==> src/rtl/types_amba_pkg.sv <==
// Shared AXI4 types and constants for the DMA master: bus widths, channel structs,
// burst/response encodings and the DMA FSM state enum.
package types_amba_pkg;

    localparam int CFG_SYSBUS_ADDR_BITS = 32;
    localparam int CFG_SYSBUS_DATA_BITS = 64;

    localparam logic [1:0] AXI_BURST_INCR   = 2'b01;
    localparam logic [2:0] AXI_SIZE_8B      = 3'd3;
    localparam int         AXI_RESP_ERR_BIT = 1;
    localparam int         AXI_4KB_BYTES    = 4096;

    typedef enum logic [2:0] {
        ST_IDLE = 3'd0,
        ST_AR   = 3'd1,
        ST_R    = 3'd2,
        ST_AW   = 3'd3,
        ST_W    = 3'd4,
        ST_B    = 3'd5,
        ST_DONE = 3'd6
    } dma_state_e;

    typedef struct packed {
        logic [CFG_SYSBUS_ADDR_BITS-1:0] addr;
        logic [7:0]                      len;
        logic [2:0]                      size;
        logic [1:0]                      burst;
        logic [3:0]                      id;
        logic [3:0]                      cache;
        logic [2:0]                      prot;
    } axi4_a_chan_t;

    typedef struct packed {
        logic                              aw_valid;
        axi4_a_chan_t                      aw;
        logic                              w_valid;
        logic [CFG_SYSBUS_DATA_BITS-1:0]   w_data;
        logic [CFG_SYSBUS_DATA_BITS/8-1:0] w_strb;
        logic                              w_last;
        logic                              b_ready;
        logic                              ar_valid;
        axi4_a_chan_t                      ar;
        logic                              r_ready;
    } axi4_master_out_type;

    typedef struct packed {
        logic                            aw_ready;
        logic                            w_ready;
        logic                            b_valid;
        logic [1:0]                      b_resp;
        logic                            ar_ready;
        logic                            r_valid;
        logic [1:0]                      r_resp;
        logic [CFG_SYSBUS_DATA_BITS-1:0] r_data;
        logic                            r_last;
    } axi4_master_in_type;

    function automatic logic [16:0] min17(input logic [16:0] a, input logic [16:0] b);
        return (a < b) ? a : b;
    endfunction

endpackage

==> src/rtl/axi_dma_buf.sv <==
// Burst staging buffer for the DMA master: register array with independent
// write (read-data capture) and read (write-data issue) pointers, both cleared together.
module axi_dma_buf #(
    parameter int DEPTH = 16,
    parameter int WIDTH = 64
) (
    input  logic             i_clk,
    input  logic             i_nrst,
    input  logic             i_clr,
    input  logic             i_wr_en,
    input  logic [WIDTH-1:0] i_wr_data,
    input  logic             i_rd_en,
    output logic [WIDTH-1:0] o_rd_data
);
    localparam int PW = $clog2(DEPTH);

    logic [WIDTH-1:0] mem_q [DEPTH];
    logic [WIDTH-1:0] mem_d [DEPTH];
    logic [PW-1:0]    wr_ptr_q, wr_ptr_d;
    logic [PW-1:0]    rd_ptr_q, rd_ptr_d;

    // Next-state for storage and pointers
    always_comb begin
        mem_d    = mem_q;
        wr_ptr_d = wr_ptr_q;
        rd_ptr_d = rd_ptr_q;
        if (i_clr) begin
            wr_ptr_d = '0;
            rd_ptr_d = '0;
        end else begin
            if (i_wr_en) begin
                mem_d[wr_ptr_q] = i_wr_data;
                wr_ptr_d        = wr_ptr_q + PW'(1);
            end else begin
                wr_ptr_d = wr_ptr_q;
            end
            if (i_rd_en) begin
                rd_ptr_d = rd_ptr_q + PW'(1);
            end else begin
                rd_ptr_d = rd_ptr_q;
            end
        end
    end

    // Storage and pointer registers
    always_ff @(posedge i_clk or negedge i_nrst) begin
        if (!i_nrst) begin
            mem_q    <= '{default: '0};
            wr_ptr_q <= '0;
            rd_ptr_q <= '0;
        end else begin
            mem_q    <= mem_d;
            wr_ptr_q <= wr_ptr_d;
            rd_ptr_q <= rd_ptr_d;
        end
    end

    assign o_rd_data = mem_q[rd_ptr_q];

endmodule

==> src/rtl/axi_dma_mst.sv <==
// AXI4 DMA master: copies i_len 64-bit beats from src to dst with INCR read bursts
// then matching write bursts. Optional macro AXI_DMA_MST_ERR_ABORT_EN stops on error.
module axi_dma_mst
    import types_amba_pkg::*;
#(
    parameter bit async_reset = 1'b1,
    parameter int max_burst   = 16
) (
    input  logic                            i_clk,
    input  logic                            i_nrst,
    input  logic                            i_start,
    input  logic [CFG_SYSBUS_ADDR_BITS-1:0] i_src_addr,
    input  logic [CFG_SYSBUS_ADDR_BITS-1:0] i_dst_addr,
    input  logic [15:0]                     i_len,
    output logic                            o_busy,
    output logic                            o_done,
    output logic                            o_err,
    input  axi4_master_in_type              i_xmsti,
    output axi4_master_out_type             o_xmsto
);
    localparam int ADDR_W = CFG_SYSBUS_ADDR_BITS;
    localparam int BW     = $clog2(max_burst) + 1;
`ifdef AXI_DMA_MST_ERR_ABORT_EN
    localparam bit ERR_ABORT = 1'b1;
`else
    localparam bit ERR_ABORT = 1'b0;
`endif

    dma_state_e         state_q, state_d;
    logic [ADDR_W-1:0]  src_q, src_d, dst_q, dst_d;
    logic [15:0]        rem_q, rem_d;
    logic [BW-1:0]      blen_q, blen_d, beat_q, beat_d;
    logic               err_q, err_d, done_q, done_d;
    logic [BW-1:0]      blen_s;
    logic [16:0]        src_room_s, dst_room_s, blen_full_s;
    logic               last_beat_s;
    logic               buf_clr_s, buf_wr_s, buf_rd_s;
    logic [CFG_SYSBUS_DATA_BITS-1:0] buf_rd_data_s;
    logic               unused_s;

    // Burst length: remaining, max_burst and the beats left before either 4KB boundary
    always_comb begin
        src_room_s  = 17'(AXI_4KB_BYTES / 8) - {8'd0, src_q[11:3]};
        dst_room_s  = 17'(AXI_4KB_BYTES / 8) - {8'd0, dst_q[11:3]};
        blen_full_s = min17(min17({1'b0, rem_q}, 17'(max_burst)), min17(src_room_s, dst_room_s));
        blen_s      = blen_full_s[BW-1:0];
    end

    assign last_beat_s = (beat_q == blen_q - BW'(1));

    // FSM next-state and datapath updates
    always_comb begin
        state_d   = state_q;
        src_d     = src_q;
        dst_d     = dst_q;
        rem_d     = rem_q;
        blen_d    = blen_q;
        beat_d    = beat_q;
        err_d     = err_q;
        done_d    = (state_q == ST_DONE);
        buf_clr_s = 1'b0;
        buf_wr_s  = 1'b0;
        buf_rd_s  = 1'b0;
        case (state_q)
            ST_IDLE: begin
                if (i_start) begin
                    src_d   = {i_src_addr[ADDR_W-1:3], 3'b000};
                    dst_d   = {i_dst_addr[ADDR_W-1:3], 3'b000};
                    rem_d   = i_len;
                    err_d   = 1'b0;
                    state_d = (i_len == 16'd0) ? ST_DONE : ST_AR;
                end else begin
                    state_d = ST_IDLE;
                end
            end
            ST_AR: begin
                buf_clr_s = 1'b1;
                beat_d    = '0;
                if (i_xmsti.ar_ready) begin
                    blen_d  = blen_s;
                    state_d = ST_R;
                end else begin
                    state_d = ST_AR;
                end
            end
            ST_R: begin
                if (i_xmsti.r_valid) begin
                    buf_wr_s = 1'b1;
                    beat_d   = beat_q + BW'(1);
                    // The beat count ends the burst; r_last disagreeing with it is an error
                    err_d    = err_q | i_xmsti.r_resp[AXI_RESP_ERR_BIT]
                             | (i_xmsti.r_last != last_beat_s);
                    if (last_beat_s) begin
                        state_d = (ERR_ABORT && err_d) ? ST_DONE : ST_AW;
                    end else begin
                        state_d = ST_R;
                    end
                end else begin
                    state_d = ST_R;
                end
            end
            ST_AW: begin
                beat_d = '0;
                if (i_xmsti.aw_ready) begin
                    state_d = ST_W;
                end else begin
                    state_d = ST_AW;
                end
            end
            ST_W: begin
                if (i_xmsti.w_ready) begin
                    buf_rd_s = 1'b1;
                    beat_d   = beat_q + BW'(1);
                    state_d  = last_beat_s ? ST_B : ST_W;
                end else begin
                    state_d = ST_W;
                end
            end
            ST_B: begin
                if (i_xmsti.b_valid) begin
                    err_d = err_q | i_xmsti.b_resp[AXI_RESP_ERR_BIT];
                    src_d = src_q + ADDR_W'({blen_q, 3'b000});
                    dst_d = dst_q + ADDR_W'({blen_q, 3'b000});
                    rem_d = rem_q - 16'(blen_q);
                    if ((rem_d == 16'd0) || (ERR_ABORT && err_d)) begin
                        state_d = ST_DONE;
                    end else begin
                        state_d = ST_AR;
                    end
                end else begin
                    state_d = ST_B;
                end
            end
            ST_DONE: begin
                state_d = ST_IDLE;
            end
            default: begin
                state_d = ST_IDLE;
            end
        endcase
    end

    // State and datapath registers
    always_ff @(posedge i_clk or negedge i_nrst) begin
        if (!i_nrst) begin
            state_q <= ST_IDLE;
            src_q   <= '0;
            dst_q   <= '0;
            rem_q   <= '0;
            blen_q  <= '0;
            beat_q  <= '0;
            err_q   <= 1'b0;
            done_q  <= 1'b0;
        end else begin
            state_q <= state_d;
            src_q   <= src_d;
            dst_q   <= dst_d;
            rem_q   <= rem_d;
            blen_q  <= blen_d;
            beat_q  <= beat_d;
            err_q   <= err_d;
            done_q  <= done_d;
        end
    end

    // Bus outputs decoded from registered state only
    always_comb begin
        o_xmsto          = '0;
        o_xmsto.ar.size  = AXI_SIZE_8B;
        o_xmsto.ar.burst = AXI_BURST_INCR;
        o_xmsto.ar.addr  = src_q;
        o_xmsto.ar.len   = 8'(blen_s - BW'(1));
        o_xmsto.ar_valid = (state_q == ST_AR);
        o_xmsto.r_ready  = (state_q == ST_R);
        o_xmsto.aw.size  = AXI_SIZE_8B;
        o_xmsto.aw.burst = AXI_BURST_INCR;
        o_xmsto.aw.addr  = dst_q;
        o_xmsto.aw.len   = 8'(blen_q - BW'(1));
        o_xmsto.aw_valid = (state_q == ST_AW);
        o_xmsto.w_valid  = (state_q == ST_W);
        o_xmsto.w_data   = buf_rd_data_s;
        o_xmsto.w_strb   = 8'hFF;
        o_xmsto.w_last   = (state_q == ST_W) && last_beat_s;
        o_xmsto.b_ready  = (state_q == ST_B);
    end

    assign o_busy = (state_q != ST_IDLE);
    assign o_done = done_q;
    assign o_err  = err_q;

    axi_dma_buf #(
        .DEPTH(max_burst),
        .WIDTH(CFG_SYSBUS_DATA_BITS)
    ) u_buf (
        .i_clk    (i_clk),
        .i_nrst   (i_nrst),
        .i_clr    (buf_clr_s),
        .i_wr_en  (buf_wr_s),
        .i_wr_data(i_xmsti.r_data),
        .i_rd_en  (buf_rd_s),
        .o_rd_data(buf_rd_data_s)
    );

    assign unused_s = ^{async_reset, i_src_addr[2:0], i_dst_addr[2:0],
                        i_xmsti.r_resp[0], i_xmsti.b_resp[0], blen_full_s[16:BW]};

endmodule
==> config.mk <==
export PLATFORM = sky130hd
export DESIGN_NAME = axi_dma_mst
export DESIGN_NICKNAME = d
export VERILOG_FILES = /design/src/rtl/types_amba_pkg.sv /design/src/rtl/axi_dma_buf.sv /design/src/rtl/axi_dma_mst.sv
export SDC_FILE = /design/constraint.sdc
export NUM_CORES = 2
export LEC_CHECK = 0
export ABC_CLOCK_PERIOD_IN_PS = 6750
export CAP_MARGIN = 5
export CORE_MARGIN = 2
export CORE_UTILIZATION = 44
export DETAILED_ROUTE_END_ITERATION = 10
export PLACE_DENSITY_LB_ADDON = 0.15
export SYNTH_ARGS = -nofsm -noshare
export SYNTH_HDL_FRONTEND = slang
export SYNTH_HIERARCHICAL = 1
export SYNTH_SLANG_ARGS = --single-unit
==> constraint.sdc <==
create_clock -name i_clk -period 6.75 [get_ports i_clk]
set_input_delay 1.0125 -clock i_clk [delete_from_list [all_inputs] [get_ports i_clk]]
set_output_delay 1.0125 -clock i_clk [all_outputs]
set_load 0.03 [all_outputs]
==> summary.md <==
| Metric | Value |
|---|---|
| Status | complete, but fails checks |
| Violated checks | setup timing |
| CP max-delay cell | or4_4 |
| Die area | 124900 µm² |
| YS warnings | 6 |
| Rel. slew slack | 24.51% |
| Hold crit path type | in2async |
| Total GRT Usage | 22.20% |
| Layout net count | 4139 |
| Most Frequent Cell on Critical Path | buf_4 |
| Worst-margin pin slew | 1.122 ns |
| Area of the multi-input gates | 23840 µm² |
| Sink Count | 1121 |
| Req. time, crit path | 5.74 ns |
| H-tree levels | 3 |
| Via count | 32180 |
| Final setup margin | -0.1139 ns |
| Final hold viol count | 0 |
| FMAX | 145.7 MHz |
| Final instance area | 61910 µm² |
| Post-Synthesis Cells | 3747 |
| Gr ovfl total | 0 |
| Synthesis-stage register bit count | 1121 |
| Flop pwr share | 36.5% |
| DP Area | 57460 µm² |
| Unrepaired setup endpoints after global routing | yes |
| Leak Pwr | 29.20 nW |
| ANT nets after route | 0 |
| Critical path launch point type | flop |
| Per-cell routed wire length | 24.53 µm |
| Synth Area per Inst | 14.33 µm² |
| EDFF count, synth | 0 |
| Worst path cell trace | or3_4 -> or2_4 -> or3_4 -> nor4_4 -> ha_1 -> buf_4 -> a221oi_4 -> o21ai_2 -> buf_4 -> mux2i_4 -> ha_4 -> nand2_2 -> or4_4 -> a311o_1 -> nand2_4 -> mux2_4 -> ha_4 -> o22a_1 -> mux2i_1 -> buf_4 |
| Pin count of the biggest net entering global routing | 176 |
| Yosys cell types | 86 |
| Power Dens Cells | 372.5 nW/µm² |
| Max Buffers Root-to-Sink | 3 |
| Async SR Flop Fraction | 100.0% |
| Clk_lat worst skew | 0.71 ns |
| TritonCTS clock tree | built |
| CTS Buf Count | 119 |
| Crit-path max cell delay | 0.48 ns |
| First-pass GRT wire length | 212.5 mm |
| Vias/cell | 5.676 |
| Setup TNS | -0.1139 ns |
| # placed instances | 5429 |
| Layout Cells excl Fill | 5669 |
| MaxCap Viol Count | 0 |
| Core box area | 121400 µm² |
| Slew Limit Fails | 0 |
| Net Sw Frac | 33.57% |
| Kind of end point of the critical path | output pin |
| Critical path peak fanout | 4 |
| Period utilization | 101.7% |
| Post-Syn Area | 53710 µm² |
| Clock slew at reported path FFs | 0.06 ns |
| Die X-Extent | 353.4 µm |
| IO Port Bufs | 295 |
| WL final | 139.1 mm |
| Min Hold Slack | 0.3388 ns |
| Area Overhead vs Synth | 15.27% |
| Comb pwr share | 34.3% |
| Sw power | 7.742 mW |
| Global placement routability congestion | 0.8176 |
| Final setup violating endpoints | 1 |
| Antenna violations before repair | 23 |
| Die Y-Extent | 353.4 µm |
| Clock share of power | 29.2% |
| Place WS | 0.1324 ns |
| CTS root buf | clkbuf_16 |
| DRC viols | 0 |
| Main synth FF type | dfrtp_1 |
| Critical path type | reg2out |
| Min Tclk post-route | 6.864 ns |
| Detailed Place HPWL | 76.55 mm |
| Vias in the first global route | 33370 |
| Register area share after synthesis | 52.23% |
| # IOs | 350 |
| Drt pass-1 iters | 5 |
| Initial Utilization | 44.24% |
| Sequential Area | 28060 µm² |
| Peak supply drop | 0.5467 mV |
| Rows | 128 |
| Clk_skew | 0.02902 ns |
| Internal power | 15.32 mW |
| CP arrival | 5.85 ns |
| Share of layout cells above drive strength 1 | 35.75% |
| Iteration-0 DRC Markers | 2082 |
| Filler cells | 10510 |
cell families (layout without fill, tap and decap cells):
family	after synthesis	in the layout	share of synthesized area [%]
AO/OA/AOI/OAI	421	421	5.132
XOR/XNOR	40	40	0.6523
adder cells (fa/ha/maj)	47	47	1.137
buffers and inverters	403	641	4.426
flip-flops	1121	1121	52.23
multiplexers	1300	1300	32.59
other	2	61	0.01398
AND/OR/NAND/NOR	413	413	3.825
registers in the layout (all words and copies together) (netlist names):
name            count
u_buf/rd_ptr_q      4
u_buf/mem_q      1024
src_q              29
blen_q              5
beat_q              5
o_err               1
o_done              1
u_buf/wr_ptr_q      4
dst_q              29
rem_q              16
state_q             3
synthesized netlist by cell type (14+ instances only):
cell | number | area share, %
buf_6 | 70 | 1.5
a31oi_1 | 16 | 0.19
dfrtp_1 | 1121 | 52
mux2_2 | 830 | 17
buf_4 | 67 | 0.94
mux4_2 | 256 | 11
nand3_1 | 30 | 0.28
ha_1 | 44 | 1.0
mux2_1 | 199 | 4.2
a21oi_1 | 95 | 0.89
clkbuf_1 | 140 | 0.98
nor2_1 | 100 | 0.70
o21ai_0 | 79 | 0.74
buf_2 | 62 | 0.58
o22ai_1 | 19 | 0.22
xor2_1 | 14 | 0.23
nand2_1 | 153 | 1.1
a22oi_1 | 136 | 1.9
nor3_1 | 17 | 0.16
xnor2_1 | 26 | 0.42
mux2i_1 | 15 | 0.28
inv_1 | 51 | 0.36
critical path, delay by kind of cell, from the launching register on:
kind | cells | cell delay, ns
adder cells (fa/ha/maj) | 3 | 0.78
multiplexers | 3 | 0.70
AO/OA/AOI/OAI | 4 | 0.97
AND/OR/NAND/NOR | 7 | 1.76
buffers and inverters | 3 | 0.52
flip-flops | 1 | 0.37
cells in the final DEF (no fill, tap or decap), types with 14 or more instances in the layout:
master and instances:
inv_1 50, mux2_1 199, xnor2_1 21, clkdlybuf4s50_1 286
dfrtp_1 1118, a31oi_1 16, o22ai_1 19, mux2_2 829
o21ai_0 79, a21oi_1 94, clkbuf_16 122, a22oi_1 135
conb_1 51, mux4_2 256, clkbuf_8 35, nand2_1 151
nor2_1 98, clkinv_2 20, ha_1 41, buf_12 14
nor3_1 16, clkbuf_1 26, buf_4 62, nand3_1 29
worst paths after layout:
path                                          to        startpoint  slack, ns  cells after the start
max in group asynchronous               src_q[4]            i_nrst       4.95                      2
min in group i_clk              u_buf/mem_q[883]  u_buf/mem_q[883]       0.48                      1
worst min register to register  u_buf/mem_q[883]  u_buf/mem_q[883]       0.48                      1
worst max-delay path                 o_xmsto[21]          src_q[5]      -0.11                     20
worst min-delay path                   src_q[26]            i_nrst       0.34                      1
worst max register to register         blen_q[3]          src_q[5]       1.98                     18
timing repair:
| action | 4_1_cts | 5_1_grt |
|---|---|---|
| pin swaps | 16 | 14 |
| hold buffers | 0 | 0 |
| endpoints found under the setup margin | 8 | 8 |
| gates resized for setup | 23 | 30 |
| setup buffers | 7 | 3 |
cell type report:
cell class | instances | area share, %
clock buffer | 183 | 5.867
multi-input combinational | 2272 | 38.50
sequential | 1121 | 45.32
tap | 1625 | 3.284
timing repair buffer | 370 | 5.982
clock inverter | 37 | 0.6972
inverter | 51 | 0.3092
antenna | 10 | 0.04042
power by group through the flow:
stage	combinational, mW	clock [mW]	sequential, mW
6_report	7.91	6.74	8.41
5_1_grt	8.50	7.20	8.54
4_1_cts	7.81	6.92	8.39
3_5_place_dp	7.62	0	8.51
3_3_place_gp	7.56	0	8.48
2_1_floorplan	4.93	0	8.56
routing by layer:
layer	vias to the layer above	GRT usage, %	wire (µm)
li1	14160	-	-
met1	17220	31.03	63350
met2	588	36.08	66950
met3	190	3.829	5742
met4	20	5.617	2899
met5	-	0	114
stage by stage:
stage	total power, mW	utilization [%]
after global placement	16.04	47.33
after floorplan	13.49	-
after CTS	23.13	50.81
final	23.06	51.00
after global routing	24.24	51.00
after detailed placement	16.12	47.33
Note: power is estimated with default switching activity, not from simulation.
